$ cat src/rtl/cpu_types_pkg.sv
// Shared CPU/memory types: data word, RAM status codes and the
// coherence controller state encoding.
package cpu_types_pkg;

  localparam int unsigned CPUS_MAX = 8;

  typedef logic [31:0] word_t;

  typedef enum logic [1:0] {
    FREE   = 2'd0,
    BUSY   = 2'd1,
    ACCESS = 2'd2,
    ERROR  = 2'd3
  } ramstate_t;

  typedef enum logic [2:0] {
    IDLE,
    SNOOP,
    RESP,
    C2C,
    RAMRD,
    RAMWR,
    IFETCH
  } mc_state_t;

endpackage

$ cat src/rtl/rr_arbiter.sv
// Round-robin selector: the first requester at or after ptr wins,
// wrapping around. Combinational; grant is one-hot.
module rr_arbiter #(
  parameter int unsigned N = 4
) (
  input  logic [N-1:0]         req,
  input  logic [$clog2(N)-1:0] ptr,
  output logic [N-1:0]         grant,
  output logic                 valid
);

  localparam int unsigned PW = $clog2(N);

  // First pass covers ptr..N-1, second pass wraps to 0..ptr-1.
  always_comb begin
    grant = '0;
    valid = 1'b0;
    for (int unsigned i = 0; i < N; i++) begin
      if (!valid && i >= 32'(ptr) && req[PW'(i)]) begin
        grant[PW'(i)] = 1'b1;
        valid         = 1'b1;
      end
    end
    for (int unsigned i = 0; i < N; i++) begin
      if (!valid && i < 32'(ptr) && req[PW'(i)]) begin
        grant[PW'(i)] = 1'b1;
        valid         = 1'b1;
      end
    end
  end

endmodule

$ cat src/rtl/bus_coherence_ctrl.sv
// Multi-CPU memory controller with round-robin arbitration and optional
// snoopy cache-to-cache transfers (enabled by BUS_COHERENCE_CTRL_SNOOP_EN).
module bus_coherence_ctrl
  import cpu_types_pkg::*;
#(
  parameter int unsigned CPUS   = 4,
  parameter int unsigned RAM_AW = 32
) (
  input  logic                   CLK,
  input  logic                   nRST,
  input  logic [CPUS-1:0]        iREN,
  input  logic [CPUS-1:0]        dREN,
  input  logic [CPUS-1:0]        dWEN,
  input  logic [CPUS-1:0][31:0]  iaddr,
  input  logic [CPUS-1:0][31:0]  daddr,
  input  logic [CPUS-1:0][31:0]  dstore,
  input  logic [CPUS-1:0]        cctrans,
  input  logic [CPUS-1:0]        ccwrite,
  output logic [CPUS-1:0]        iwait,
  output logic [CPUS-1:0]        dwait,
  output logic [CPUS-1:0][31:0]  iload,
  output logic [CPUS-1:0][31:0]  dload,
  output logic [CPUS-1:0]        ccwait,
  output logic [CPUS-1:0]        ccinv,
  output logic [CPUS-1:0][31:0]  ccsnoopaddr,
  output logic                   ramREN,
  output logic                   ramWEN,
  output logic [RAM_AW-1:0]      ramaddr,
  output logic [31:0]            ramstore,
  input  logic [31:0]            ramload,
  input  logic [1:0]             ramstate
);

  localparam int unsigned GW = $clog2(CPUS);

  mc_state_t     state, state_n;
  logic [GW-1:0] gnt, gnt_n, dptr, dptr_n, iptr, iptr_n;
  logic [CPUS-1:0] dgrant_oh, igrant_oh;
  logic          dvalid, ivalid;
  logic [GW-1:0] didx, iidx;
  logic          go_snoop;
  ramstate_t     ram_st;
  word_t         ram_rdata;

  assign ram_st    = ramstate_t'(ramstate);
  assign ram_rdata = ramload;

  function automatic logic [GW-1:0] ptr_inc(input logic [GW-1:0] p);
    return (32'(p) == CPUS - 1) ? '0 : p + 1'b1;
  endfunction

  rr_arbiter #(.N(CPUS)) u_darb (
    .req   (dREN | dWEN),
    .ptr   (dptr),
    .grant (dgrant_oh),
    .valid (dvalid)
  );

  rr_arbiter #(.N(CPUS)) u_iarb (
    .req   (iREN),
    .ptr   (iptr),
    .grant (igrant_oh),
    .valid (ivalid)
  );

  always_comb begin
    didx = '0;
    iidx = '0;
    for (int unsigned i = 0; i < CPUS; i++) begin
      if (dgrant_oh[GW'(i)]) didx = GW'(i);
      if (igrant_oh[GW'(i)]) iidx = GW'(i);
    end
  end

`ifdef BUS_COHERENCE_CTRL_SNOOP_EN
  logic [GW-1:0] snp, snp_n, flush_idx;
  logic          flush_hit;

  assign go_snoop = cctrans[didx];

  // Lowest-index snooper (excluding the requester) holding a write flushes.
  always_comb begin
    flush_hit = 1'b0;
    flush_idx = '0;
    for (int unsigned i = 0; i < CPUS; i++) begin
      if (!flush_hit && GW'(i) != gnt && dWEN[GW'(i)]) begin
        flush_hit = 1'b1;
        flush_idx = GW'(i);
      end
    end
  end

  always_ff @(posedge CLK or negedge nRST) begin
    if (!nRST) snp <= '0;
    else       snp <= snp_n;
  end
`else
  logic snoop_unused;
  assign go_snoop     = 1'b0;
  assign snoop_unused = ^{cctrans, ccwrite};
`endif

  always_ff @(posedge CLK or negedge nRST) begin
    if (!nRST) begin
      state <= IDLE;
      gnt   <= '0;
      dptr  <= '0;
      iptr  <= '0;
    end else begin
      state <= state_n;
      gnt   <= gnt_n;
      dptr  <= dptr_n;
      iptr  <= iptr_n;
    end
  end

  always_comb begin
    state_n     = state;
    gnt_n       = gnt;
    dptr_n      = dptr;
    iptr_n      = iptr;
`ifdef BUS_COHERENCE_CTRL_SNOOP_EN
    snp_n       = snp;
`endif
    iwait       = '1;
    dwait       = '1;
    iload       = '0;
    dload       = '0;
    ccwait      = '0;
    ccinv       = '0;
    ccsnoopaddr = '1;
    ramREN      = 1'b0;
    ramWEN      = 1'b0;
    ramaddr     = '0;
    ramstore    = '0;

    case (state)
      IDLE: begin
        if (dvalid) begin
          gnt_n = didx;
          if (go_snoop)          state_n = SNOOP;
          else if (dWEN[didx])   state_n = RAMWR;
          else                   state_n = RAMRD;
        end else if (ivalid) begin
          gnt_n   = iidx;
          state_n = IFETCH;
        end
      end

`ifdef BUS_COHERENCE_CTRL_SNOOP_EN
      SNOOP, RESP: begin
        for (int unsigned i = 0; i < CPUS; i++) begin
          if (GW'(i) != gnt) begin
            ccwait[GW'(i)]      = 1'b1;
            ccinv[GW'(i)]       = ccwrite[gnt];
            ccsnoopaddr[GW'(i)] = daddr[gnt];
          end
        end
        if (!(dREN[gnt] || dWEN[gnt])) state_n = IDLE;
        else if (state == SNOOP)       state_n = RESP;
        else if (flush_hit) begin
          snp_n   = flush_idx;
          state_n = C2C;
        end else if (dWEN[gnt])        state_n = RAMWR;
        else                           state_n = RAMRD;
      end

      C2C: begin
        if (!(dREN[gnt] || dWEN[gnt]) || !dWEN[snp]) state_n = IDLE;
        else begin
          ramWEN     = 1'b1;
          ramaddr    = RAM_AW'(daddr[snp]);
          ramstore   = dstore[snp];
          dload[gnt] = dstore[snp];
          if (ram_st == ACCESS) begin
            dwait[gnt] = 1'b0;
            dwait[snp] = 1'b0;
            dptr_n     = ptr_inc(gnt);
            state_n    = IDLE;
          end
        end
      end
`endif

      RAMRD: begin
        if (!dREN[gnt]) state_n = IDLE;
        else begin
          ramREN     = 1'b1;
          ramaddr    = RAM_AW'(daddr[gnt]);
          dload[gnt] = ram_rdata;
          if (ram_st == ACCESS) begin
            dwait[gnt] = 1'b0;
            dptr_n     = ptr_inc(gnt);
            state_n    = IDLE;
          end
        end
      end

      RAMWR: begin
        if (!dWEN[gnt]) state_n = IDLE;
        else begin
          ramWEN   = 1'b1;
          ramaddr  = RAM_AW'(daddr[gnt]);
          ramstore = dstore[gnt];
          if (ram_st == ACCESS) begin
            dwait[gnt] = 1'b0;
            dptr_n     = ptr_inc(gnt);
            state_n    = IDLE;
          end
        end
      end

      IFETCH: begin
        if (!iREN[gnt]) state_n = IDLE;
        else begin
          ramREN     = 1'b1;
          ramaddr    = RAM_AW'(iaddr[gnt]);
          iload[gnt] = ram_rdata;
          if (ram_st == ACCESS) begin
            iwait[gnt] = 1'b0;
            iptr_n     = ptr_inc(gnt);
            state_n    = IDLE;
          end
        end
      end

      default: state_n = IDLE;
    endcase
  end

endmodule

$ cat config.mk
export PLATFORM = sky130hd
export DESIGN_NAME = bus_coherence_ctrl
export DESIGN_NICKNAME = d
export VERILOG_FILES = /design/src/rtl/cpu_types_pkg.sv /design/src/rtl/rr_arbiter.sv /design/src/rtl/bus_coherence_ctrl.sv
export SDC_FILE = /design/constraint.sdc
export NUM_CORES = 1
export LEC_CHECK = 0
export CORE_AREA = 2 2 349 351
export CTS_CLUSTER_DIAMETER = 200
export CTS_CLUSTER_SIZE = 14
export DETAILED_ROUTE_END_ITERATION = 6
export DIE_AREA = 0 0 351 353
export GPL_ROUTABILITY_DRIVEN = 0
export GPL_TIMING_DRIVEN = 0
export PLACE_DENSITY = 0.36
export SLEW_MARGIN = 10
export SYNTH_ARGS = -nofsm -noshare
export SYNTH_HDL_FRONTEND = slang
export SYNTH_SLANG_ARGS = --single-unit
$ cat constraint.sdc
create_clock -name CLK -period 2.25 [get_ports CLK]
set_clock_uncertainty 0.1 [all_clocks]
set_input_delay 0.225 -clock CLK [delete_from_list [all_inputs] [get_ports CLK]]
set_output_delay 0.225 -clock CLK [all_outputs]
set_load 0.03 [all_outputs]
# Word level (Yosys, flattened, before mapping)
# Cells that the tools add are included.
dict set report word_totals {
  ff_bits 9
  wordCells 158
  output_inout_bits 466
}
dict set report classes {
  magnitude_cmp 15
  n_bitwise 3
  add_sub_neg 1
  muxes 84
  eq_ne 8
  reduce_logical 43
}
# op count
set ops {}
lappend ops {{$mux 128} 4}
lappend ops {{$mux 32} 9}
lappend ops {{$bmux 32 s2} 3}
lappend ops {{$and 128x128->128} 1}
lappend ops {{$pmux 32 s3} 1}
lappend ops {{$demux 32 s2} 1}
lappend ops {{$mux 1} 36}
lappend ops {{$logic_and 1x1->1} 25}
lappend ops {{$mux 2} 10}
lappend ops {{$mux 4} 5}
lappend ops {{$mux 3} 6}
lappend ops {{$logic_not 1->1} 12}
lappend ops {{$pmux 3 s4} 1}
lappend ops {{$eq 3x3->1 const B} 3}
lappend ops {{$bmux 1 s2} 4}
lappend ops {{$ge 1x2->1 const A} 4}
lappend ops {{$lt 1x2->1 const A} 4}
lappend ops {{$pmux 4 s2} 1}
lappend ops {{$lt 2x3->1 const B} 2}
lappend ops {{$reduce_and 3->1} 2}
lappend ops {{$eq 2x2->1 const B} 2}
lappend ops {{$ge 2x2->1 const A} 2}
lappend ops {{$lt 2x2->1 const A} 2}
lappend ops {{$ne 2x2->1 const B} 2}
lappend ops {{other kinds (11)} 12}

# Logic depth before layout (Yosys ltp)
dict set report logic_depth {
  ltp_word 33
  ltp_mapped 8
}

# Cells and area by module
# A second synthesis with hierarchy kept.
dict set report hier_totals {
  hier_cells 766
  hier_area_um2 6749.0
}
# module n_inst cells_each area_per_inst_um2
set by_module_without_submodules {}
lappend by_module_without_submodules {bus_coherence_ctrl 1 730 6521.3}
lappend by_module_without_submodules {rr_arbiter 2 18 113.9}

# Worst setup path after synthesis
# OpenSTA, ideal clock, no wires.
dict set report synth_timing {
  path_kind {register to output}
  from {reg gnt[0]}
  to {out dload[64] in the netlist's numbering}
  n_path_buf 5
  path_stages_with_launch 9
  slack_ns -0.088
  arrival_ns 2.013
  cell_sequence {dfrtp_1 buf_6 buf_4 buf_2 inv_1 ha_1 clkbuf_1 clkbuf_1 and3_1}
}
# element line
set synth_lines {}
lappend synth_lines {{from (decl)} bus_coherence_ctrl.sv:37} ;# logic [GW-1:0] gnt, gnt_n, dptr, dptr_n, iptr, iptr_n;
lappend synth_lines {{from (signal assigned)} bus_coherence_ctrl.sv:111} ;# gnt <= gnt_n;
lappend synth_lines {{to (decl)} bus_coherence_ctrl.sv:22} ;# output logic [CPUS-1:0][31:0] dload,

==> run summary <==
The cell area after placement is 16900 um^2, and the top cell type's share of synthesized area is 0.336. The final number of setup-violating endpoints came out at 335. The cell area that synthesis handed to floorplanning was 6630 um^2. Of all nets on the critical path, the largest fanout is 6. Post-synthesis share of cell area spent on xor and xnor gates: 0.

In the final routed layout, each cell accounts on average for 25.1 um. The die is 351 um wide. The total of buffers placed on input and output ports was 761; the leakage power figure was 8.45 nW.

The average instance in the mapped netlist occupies 8.81 um^2. The number of H-tree branching levels was 1. The run gives 0.0550 as the initial standard-cell utilization of the core.

The transition at the pin with the smallest max-transition slack is 1180 ps, and the final routed DRC violation total is 0. The category of the critical setup timing path was reg2out. By area the synthesized netlist is led by sky130_fd_sc_hd__mux4_2, sky130_fd_sc_hd__and3_1, sky130_fd_sc_hd__buf_4. The run gives 0.212 as the headroom to the max-slew limit. The overall global routing resource usage was 0.127; the fraction of layout instances using a drive strength above 1 was 0.563. Worst min-delay path category: in2async.

For the final routed database, the setup TNS stands at -133040 ps. In the layout the commonest cells are sky130_fd_sc_hd__clkdlybuf4s50_1, sky130_fd_sc_hd__buf_6, sky130_fd_sc_hd__buf_4. Critical path launch point type: a register. Number of cell rows: 128.

The maximum achievable frequency came out at 356 MHz. The switching portion of total power was 0.518. Leaving out fill and tap cells, the most frequent cell in the layout is sky130_fd_sc_hd__clkdlybuf4s50_1. STA puts the critical path data arrival time at 2480 ps. The initial antenna violation count is 13. The share of power burned in registers is 0.020.

The final-report hold violation count is 0. IR analysis of the VDD net gives a maximum drop of 0.461 mV. The logs give 0 for the remaining antenna violation count after routing and 0.021 for the clock network fraction of total power.

The clock net sink count is 9. TritonCTS built the clock tree. The final reports fail on negative setup slack. The run gives 10400 as the number of global-route vias before repair. The number of vias per cell was 3.06; the violation count after the first detailed-route iteration was 328. Clock-pin slew was measured on the worst setup and hold paths at 40 ps. Synthesis produced a netlist whose cell count is 753. The internal power contribution was 0.00758 W. Max-cap violations in this run came to 0.

The logs give 121000 um^2 for the core region area and 0.0340 for the sequential element share of the synthesized area. After global routing the overflow that remains totals 0. The slack of the critical path is -556 ps. Setup repair after global routing could not meet its margin everywhere. The capturing element type of the critical path is an output pin. The number of hold buffers added after CTS was 0.

The required time of the critical path is 1920 ps, and the number of buffers between clock root and the deepest sink is 2. The vertical die dimension came out at 353 um. The worst path in the final design needs a cycle of 2810 ps, including I/O delays and setup.

For this run, the number of Yosys warnings is 0. The first-pass GRT wire length was 105 mm; the count of unique library cells instantiated by Yosys was 44. The share of the synthesized area in compound gates (AO/OA/AOI/OAI) was 0.0787.

The area growth from synthesis to layout is 209%. By area, the combinational part of the netlist is dominated by multiplexers. The routed layout has 10400 vias.

The tools report the number of buffers created by CTS as 3. For the count of boundary I/O pins, the log shows 906. The multiplexer area fraction after synthesis came out at 0.349. The fraction of power consumed by combinational cells is 0.960, and the half-perimeter wire length after placement is 69.2 mm.

The tools report the clock root buffer master as sky130_fd_sc_hd__clkbuf_16. The die footprint came out at 124000 um^2. The run gives 7 as the number of iterations in the first detailed-routing pass. The final standard cell area without fillers is 20500 um^2, and the total net switching power is 0.00814 W. The logs give 12 for the largest net degree at the start of global routing and 2205 for the number of nets in the layout.

The flow ran to the end, but the final reports show violations. The clock reaches the later pin of the worst-skew pair after 240 ps. The share of the cycle needed by the critical path after routing works out to 1.25. Cell type contributing the most total cell area after synthesis: sky130_fd_sc_hd__mux4_2.

Counting flops and latches in the post-synthesis netlist gives 9. The final count of pins violating max slew was 0; the adder and majority cell fraction of the synthesized area was 0.00755. Dividing total power by cell area gives a power density of 767 nW/um^2. After detailed routing, the total wire length is 85.3 mm. The synthesized-area fraction occupied by and/or/nand/nor cells is 0.307.
-- cell type report --
type                            instances  area (um^2)
Antenna cell                           10         25.0
Buffer                                227         2390
Fill cell                           13500       100000
Multi-Input combinational cell        641         6530
Tap cell                             1625         2030
Timing Repair Buffer                  873         9170
Sequential cell                         9          229
Clock buffer                            4         78.8
Inverter                                6         28.8
-- power by group through the flow --
| stage | registers (W) | clock network [W] | logic, W |
|---|---|---|---|
| after floorplan | 0.000275 | 0 | 0.00564 |
| after global routing | 0.000324 | 0.000333 | 0.0158 |
| final | 0.000313 | 0.000323 | 0.0151 |
| after global placement | 0.000316 | 0 | 0.0112 |
| after CTS | 0.000313 | 0.000322 | 0.0144 |
| after detailed placement | 0.000313 | 0 | 0.0112 |
-- critical path: stages, from the launching register on --
cell                        delay (ps)
sky130_fd_sc_hd__dfrtp_2           450
sky130_fd_sc_hd__mux4_2            570
sky130_fd_sc_hd__and3b_4           300
sky130_fd_sc_hd__clkbuf_16         210
sky130_fd_sc_hd__clkbuf_16         200
sky130_fd_sc_hd__buf_12            150
sky130_fd_sc_hd__and3_4            180
sky130_fd_sc_hd__buf_6             130
-- path summary, 6_finish.rpt --
path,from,to,slack (ps),depth (start not counted)
setup / recovery,gnt[0]$_DFFE_PN0P_,dload[36],-560,7
hold / removal,nRST,dptr[0]$_DFFE_PN0P_,190,1
setup reg to reg,gnt[0]$_DFFE_PN0P_,iptr[1]$_DFFE_PN0P_,-320,8
hold reg to reg,iptr[0]$_DFFE_PN0P_,iptr[0]$_DFFE_PN0P_,510,1
max in group asynchronous,nRST,gnt[1]$_DFFE_PN0P_,1530,1
min in group CLK,dWEN[0],state[0]$_DFFE_PN0P_,350,3
-- routing by layer --
metal,track usage,vias up,part of all wire
met4,0.0283,8,0.024
met2,0.244,536,0.53
met3,0.0247,56,0.063
met5,0,-,0.00061
met1,0.142,5104,0.38
li1,-,4672,-
-- through the flow --
stage	setup slack, ps	utilization	total power (W)	hold slack, ps	instances
finish	-556	0.170	0.0157	192	3395
global route	-585	0.170	0.0165	215	3388
CTS	-633	0.155	0.0150	221	3337
detailed placement	-2530	0.141	0.0115	466	3273
global placement	-2910	0.140	0.0115	459	3273
floorplan	-14.6	-	0.00592	-171	887
-- logic make-up (layout without fill, tap and decap cells) --
logic type,count (synthesis),after routing
DFF,9,9
and+or+nand+nor,333,333
AOI/OAI and AO/OA,62,62
muxes,106,106
buffers and inverters,237,1110
adders and majority gates,4,4
other,2,146
-- timing repair --
item	4_1_cts	5_1_grt
setup buffers	43	44
pin swaps	19	42
cloned	17	10
resized for setup	1995	779
setup endpoints to repair	338	337
-- cells in the mapped netlist --
cell	number
sky130_fd_sc_hd__or2_2	1
sky130_fd_sc_hd__o21ba_2	1
sky130_fd_sc_hd__nor4b_1	1
sky130_fd_sc_hd__a31oi_1	1
sky130_fd_sc_hd__dfrtp_1	9
sky130_fd_sc_hd__and3b_1	1
sky130_fd_sc_hd__nor2_1	8
sky130_fd_sc_hd__nand3_1	6
sky130_fd_sc_hd__ha_1	4
sky130_fd_sc_hd__nand2b_1	4
sky130_fd_sc_hd__mux2i_1	2
sky130_fd_sc_hd__o221ai_1	1
sky130_fd_sc_hd__a211oi_1	2
sky130_fd_sc_hd__conb_1	2
sky130_fd_sc_hd__nand4_1	1
sky130_fd_sc_hd__nor2b_1	36
sky130_fd_sc_hd__a32o_1	32
sky130_fd_sc_hd__o21a_1	2
sky130_fd_sc_hd__a21boi_0	1
sky130_fd_sc_hd__o2111ai_1	1
sky130_fd_sc_hd__nor3_1	2
sky130_fd_sc_hd__o31ai_1	1
sky130_fd_sc_hd__a2bb2oi_1	1
sky130_fd_sc_hd__a21oi_1	7
sky130_fd_sc_hd__buf_2	14
sky130_fd_sc_hd__mux4_2	99
sky130_fd_sc_hd__a32oi_1	1
sky130_fd_sc_hd__buf_4	137
sky130_fd_sc_hd__nand2_1	11
sky130_fd_sc_hd__a311oi_1	1
sky130_fd_sc_hd__mux2_4	3
sky130_fd_sc_hd__nand4b_1	1
sky130_fd_sc_hd__or4_1	2
sky130_fd_sc_hd__o22ai_1	1
sky130_fd_sc_hd__buf_6	7
sky130_fd_sc_hd__buf_1	1
sky130_fd_sc_hd__and3_1	258
sky130_fd_sc_hd__mux2_1	2
sky130_fd_sc_hd__o21ai_0	7
sky130_fd_sc_hd__o311a_1	1
sky130_fd_sc_hd__nor4_1	1
sky130_fd_sc_hd__o211a_1	1
sky130_fd_sc_hd__clkbuf_1	72
sky130_fd_sc_hd__inv_1	6
-- sequential cells by signal (all words and copies together), names as in the netlist --
| signal | cells |
|---|---|
| iptr | 2 |
| gnt | 2 |
| dptr | 2 |
| state | 3 |
(Power assumes the default switching activity.)
